`config.mk`:
```
export PLATFORM = sky130hd
export DESIGN_NAME = mux4way_arb
export DESIGN_NICKNAME = d
export VERILOG_FILES = /design/src/rtl/mux4way_arb.sv
export SDC_FILE = /design/constraint.sdc
export NUM_CORES = 1
export LEC_CHECK = 0
export CORE_MARGIN = 2
export CORE_UTILIZATION = 40
export CTS_CLUSTER_SIZE = 16
export DETAILED_ROUTE_END_ITERATION = 16
export PLACE_DENSITY = 0.84
export SYNTH_ARGS = -nofsm -noshare
export SYNTH_HDL_FRONTEND = slang
export SYNTH_SLANG_ARGS = --single-unit
```
`constraint.sdc`:
```
create_clock -name clk -period 3.9 [get_ports clk]
set_clock_uncertainty 0.15 [all_clocks]
set_input_delay 0.78 -clock clk [delete_from_list [all_inputs] [get_ports clk]]
set_output_delay 0.78 -clock clk [all_outputs]
set_load 0.02 [all_outputs]
```
`src/rtl/mux4way_arb.sv`:
```
// mux4way_arb: four valid/ready sources merged round-robin into one registered
// output word tagged with the index of the channel it came from.
module mux4way_arb #(
  parameter int WIDTH = 8
) (
  input  logic             clk,
  input  logic             reset,
  input  logic [WIDTH-1:0] in0,
  input  logic [WIDTH-1:0] in1,
  input  logic [WIDTH-1:0] in2,
  input  logic [WIDTH-1:0] in3,
  input  logic             valid0,
  input  logic             valid1,
  input  logic             valid2,
  input  logic             valid3,
  output logic             ready0,
  output logic             ready1,
  output logic             ready2,
  output logic             ready3,
  output logic [WIDTH-1:0] out,
  output logic             out_valid,
  input  logic             out_ready,
  output logic [1:0]       sel
);

  typedef enum logic {
    EMPTY = 1'b0,
    FULL  = 1'b1
  } state_e;

  state_e           state_q;
  logic [WIDTH-1:0] out_q;
  logic [1:0]       sel_q;
  logic [1:0]       last_q;

  logic [3:0]       valid_vec;
  logic [3:0]       rot_valid;
  logic [1:0]       start;
  logic [1:0]       offset;
  logic [1:0]       grant_idx;
  logic             any_valid;
  logic             load;
  logic             grant;
  logic [3:0]       ready_vec;
  logic [WIDTH-1:0] grant_data;

  assign valid_vec = {valid3, valid2, valid1, valid0};
  assign out_valid = (state_q == FULL);
  assign load      = (state_q == EMPTY) || (out_valid && out_ready);

  // Search begins one past the last winner; the 2-bit add wraps 3 -> 0.
  assign start = last_q + 2'd1;

  // NOTE: every signal assigned in always_comb gets a default first, so no
  // path through the block can leave it unassigned and infer a latch.
  always_comb begin
    rot_valid = valid_vec;
    case (start)
      2'd0: rot_valid = valid_vec;
      2'd1: rot_valid = {valid_vec[0],   valid_vec[3:1]};
      2'd2: rot_valid = {valid_vec[1:0], valid_vec[3:2]};
      2'd3: rot_valid = {valid_vec[2:0], valid_vec[3]};
      default: rot_valid = valid_vec;
    endcase
  end

  // First valid channel in rotated order, then mapped back to its real index.
  always_comb begin
    offset = 2'd0;
    if (rot_valid[0])      offset = 2'd0;
    else if (rot_valid[1]) offset = 2'd1;
    else if (rot_valid[2]) offset = 2'd2;
    else if (rot_valid[3]) offset = 2'd3;
  end

  assign any_valid = |valid_vec;
  assign grant_idx = start + offset;
  assign grant     = load && any_valid;

  // Ready is held low throughout reset even though the state already looks
  // loadable, so no source sees a handshake that the register will drop.
  assign ready_vec = (grant && !reset) ? (4'b0001 << grant_idx) : 4'b0000;
  assign {ready3, ready2, ready1, ready0} = ready_vec;

  always_comb begin
    grant_data = in0;
    case (grant_idx)
      2'd0: grant_data = in0;
      2'd1: grant_data = in1;
      2'd2: grant_data = in2;
      2'd3: grant_data = in3;
      default: grant_data = in0;
    endcase
  end

  // NOTE: sequential state uses non-blocking assignments so every register
  // samples pre-edge values regardless of statement order.
  always_ff @(posedge clk or posedge reset) begin
    if (reset) begin
      state_q <= EMPTY;
      out_q   <= '0;
      sel_q   <= 2'd0;
      last_q  <= 2'd3;
    end else if (load) begin
      if (any_valid) begin
        state_q <= FULL;
        out_q   <= grant_data;
        sel_q   <= grant_idx;
        last_q  <= grant_idx;
      end else begin
        state_q <= EMPTY;
      end
    end
  end

  assign out = out_q;
  assign sel = sel_q;

endmodule

```
==> results of run 1 <==
-- routing by layer --
layer  share of wire  vias to the layer above  global-route usage  wire length (µm)
li1                -                      574                   -                 -
met1            0.42                      545               0.264              1390
met2            0.50                       48               0.371              1650
met3           0.051                        7              0.0349               166
met4           0.022                        0              0.0884                72
met5               0                        -                   0                 0
-- state kept, by name, summed over array words and instances (netlist names) --
signal / count
last_q: 2
out: 8
out_valid: 1
sel: 2
-- power by group through the flow --
stage	Sequential (µW)	Combinational [µW]	Clock [µW]
after CTS	272	1810	84.9
after global placement	267	1770	0
after global routing	281	1980	91.8
after detailed placement	272	1810	0
final	272	1820	84.6
after floorplan	328	1100	0
-- placed cells by master, fill, tap and decap left out, types with 2 or more instances in the layout --
master | synthesis | final
o21ai_0 | 2 | 2
a21oi_1 | 15 | 15
nor2_1 | 3 | 3
nand2_1 | 11 | 11
a21o_1 | 3 | 3
dfrtp_1 | 11 | 11
clkdlybuf4s50_1 | 0 | 46
o32ai_1 | 7 | 7
mux2_2 | 7 | 7
inv_1 | 7 | 7
buf_4 | 1 | 16
buf_2 | 0 | 3
nand2b_1 | 8 | 8
ha_1 | 5 | 5
a22oi_1 | 6 | 4
a22oi_2 | 0 | 2
mux2i_1 | 9 | 9
clkbuf_4 | 0 | 3
nor3_1 | 6 | 5
dfstp_2 | 2 | 2
a22o_1 | 2 | 2
dlymetal6s2s_1 | 0 | 3
-- critical path, delay by kind of cell --
family          cells  cell delay (ps)
buf+inv             3              860
xor+xnor            2              400
fa+ha+maj           1              210
simple gates        2              140
compound gates      3              450
-- per-stage QoR --
step           instance area, µm²  TNS (ps)  total power, µW  hold WS, ps
5_1_grt                      1780   -0.0449             2350          371
2_1_floorplan                1090         0             1430          362
4_1_cts                      1760         0             2160          349
6_report                     1780         0             2180          344
3_5_place_dp                 1750     -1430             2080          325
3_3_place_gp                 1750     -1050             2040          316
-- worst max path at each step --
stage,start,end,cells past startpoint
final,valid3,ready1,11
after global routing,valid3,ready1,11
after CTS,valid1,ready2,12
after detailed placement,valid1,ready3,12
after global placement,valid0,ready0,11
after floorplan,last_q[0],ready0,10
-- Yosys cell counts --
library cell and number:
a211oi_1 1, a211oi_4 1, a21o_1 3, a21oi_1 15, a21oi_2 1, a22o_1 2
a22oi_1 6, and2b_2 1, buf_1 1, buf_4 1, clkbuf_1 3, dfrtp_1 11
dfstp_2 2, ha_1 5, inv_1 7, mux2_2 7, mux2i_1 9, nand2_1 11
nand2b_1 8, nor2_1 3, nor2b_1 1, nor3_1 6, nor4_1 1, o21ai_0 2
o31ai_1 1, o32ai_1 7, xnor2_1 2, xor2_4 1
-- kinds of logic (layout without fill, tap and decap cells) --
kind of cell,after synthesis,after routing
flops,13,13
fa+ha+maj,5,5
mux,16,16
buf+inv,12,79
compound gates,39,39
simple gates,31,31
xor+xnor,3,3
-- cell type report --
cell class	count	share of cell area
multi-input combinational	94	0.409
tap	30	0.0211
inverter	7	0.0148
clock buffer	4	0.0148
sequential	13	0.184
timing repair buffer	68	0.356
-- what timing repair did --
item / 4_1_cts / 5_1_grt
resized for setup: 19 / 8
setup endpoints to repair: 4 / 4
pin swaps: 0 / 2
==> results_dict.tcl, run 1 <==
set metrics [dict create \
    crit_fanout 4 \
    routabilityCongestion 0.833 \
    p_comb_frac 0.836 \
    cpPeakStageDelay_ps 530 \
    arrival_ps 2860 \
    grt_pass1_wl_um 5450 \
    die_y_um 56.0 \
    r2r_end "out[5]" \
    hp-start "sel[1]" \
    die_area_mm2 0.00314 \
    max-slew-margin-rel 0.685 \
    grtUsageTotal 0.215 \
    pwr-share-seq 0.125 \
    cap_violations 0 \
    vias 1174 \
    nets 231 \
    end_kind "output port" \
    powerDensity_mw_per_mm2 1230 \
    h-tree-depth 1 \
    synthSimpleGateAreaFrac 0.142 \
    synth_cell_type_count 28 \
    worstPathRequired_ps 2970 \
    ir_drop_mv 1.09 \
    cts_buffers 3 \
    multi_input_area_um2 728 \
    cts_setup_buffers 0 \
    post-route-period-util 0.971 \
    synth_warnings 0 \
    min_period_ps 3790 \
    p_sw_frac 0.477 \
    clock_latency_ps 290 \
    dp_hpwl_um 2620 \
    synthXorXnorAreaFrac 0.0416 \
    firstDrtPassIters 4 \
    viasPerCell 5.44 \
    cts.sinks 13 \
    initialDrtViolationCount 31 \
    routed_wl_um 3280 \
    antenna_cells 0 \
    grt_max_degree 19 \
    min_path_cells 1 \
    fillerInstances 203 \
    crit_path_top_delay_cell "clkdlybuf4s50_1" \
    wl_per_cell_um 15.2 \
    post-place-ws_ps -380 \
    drive_above_1_share 0.210 \
    fin_cells 216 \
    path_cells "clkdlybuf4s50_1 -> a22oi_1 -> a22o_1 -> a21oi_1 -> nor2_1 -> ha_1 -> xnor2_2 -> buf_4 -> xnor2_1 -> nor3_1 -> buf_4" \
    core-area_mm2 0.00252 \
    synth_mux_area_frac 0.156 \
    detail-route-antenna-nets 0 \
    cts-root-buf "clkbuf_4" \
    tightest_slew_ps 472 \
    hold_violations 0 \
    layout_setup_ws_ps 114 \
    min_path_type "flip-flop to flip-flop" \
    gr-total-overflow 0 \
    fin_util 0.705 \
    yosys_register_bits 13 \
    min_to "sel[1]" \
    hold_buffers 0 \
    die_w_um 56.0 \
    clockBufferDepth 2 \
    power_leakage_uw 0.000805 \
    crit_top_cell "buf_4" \
    seqCellArea_um2 328 \
    start_util 0.429 \
    r2r_start "last_q[0]" \
    status "complete, no violations" \
    synth_cells 119 \
    reg2regPathDepth 13 \
    synth.area.top_cells "dfrtp_1 (25%), mux2i_1 (8.3%), mux2_2 (7.3%), a21oi_1 (6.9%), ha_1 (5.8%)" \
    start_kind "input pin" \
    synth-compound-area-share 0.254 \
    drc 0 \
    yosysSeqAreaShare 0.303 \
    clkPwrFrac 0.039 \
    portBuffers 53 \
    timing.final.max_slew_violations 0 \
    finalSetupViolations 0 \
    clock.fmax_ghz 0.264 \
    synth_top_area_frac 0.254 \
    path_class "input pin to output port" \
    cts_tree "built" \
    p_int_uw 1140 \
    synth_area_mm2 0.00108 \
    syn_area_per_cell_um2 9.09 \
    clkTransAtPathRegs_ps 80 \
    placedCellCount 212 \
    ff2ff_setup_slack_ps 890 \
    placement_rows 18 \
    antenna_found_initial 0 \
    yosysTopAreaCell "dfrtp_1" \
    io_pins 54 \
    grt_pass1_vias 1227 \
    p_sw_uw 1040 \
    synth_top_family_by_area "compound AO/OA/AOI/OAI gates" \
    syn_nets 163 \
    synthAdderAreaFrac 0.0578 \
    area_delta_synth_final_pct 64.4 \
]
(Power assumes the default switching activity.)
==> inputs of run 2 (changes only) <==
- ABC_CLOCK_PERIOD_IN_PS: default -> 3900
==> results of run 2 <==
No change in the layout: final DEF, timing and power equal those of run 1.
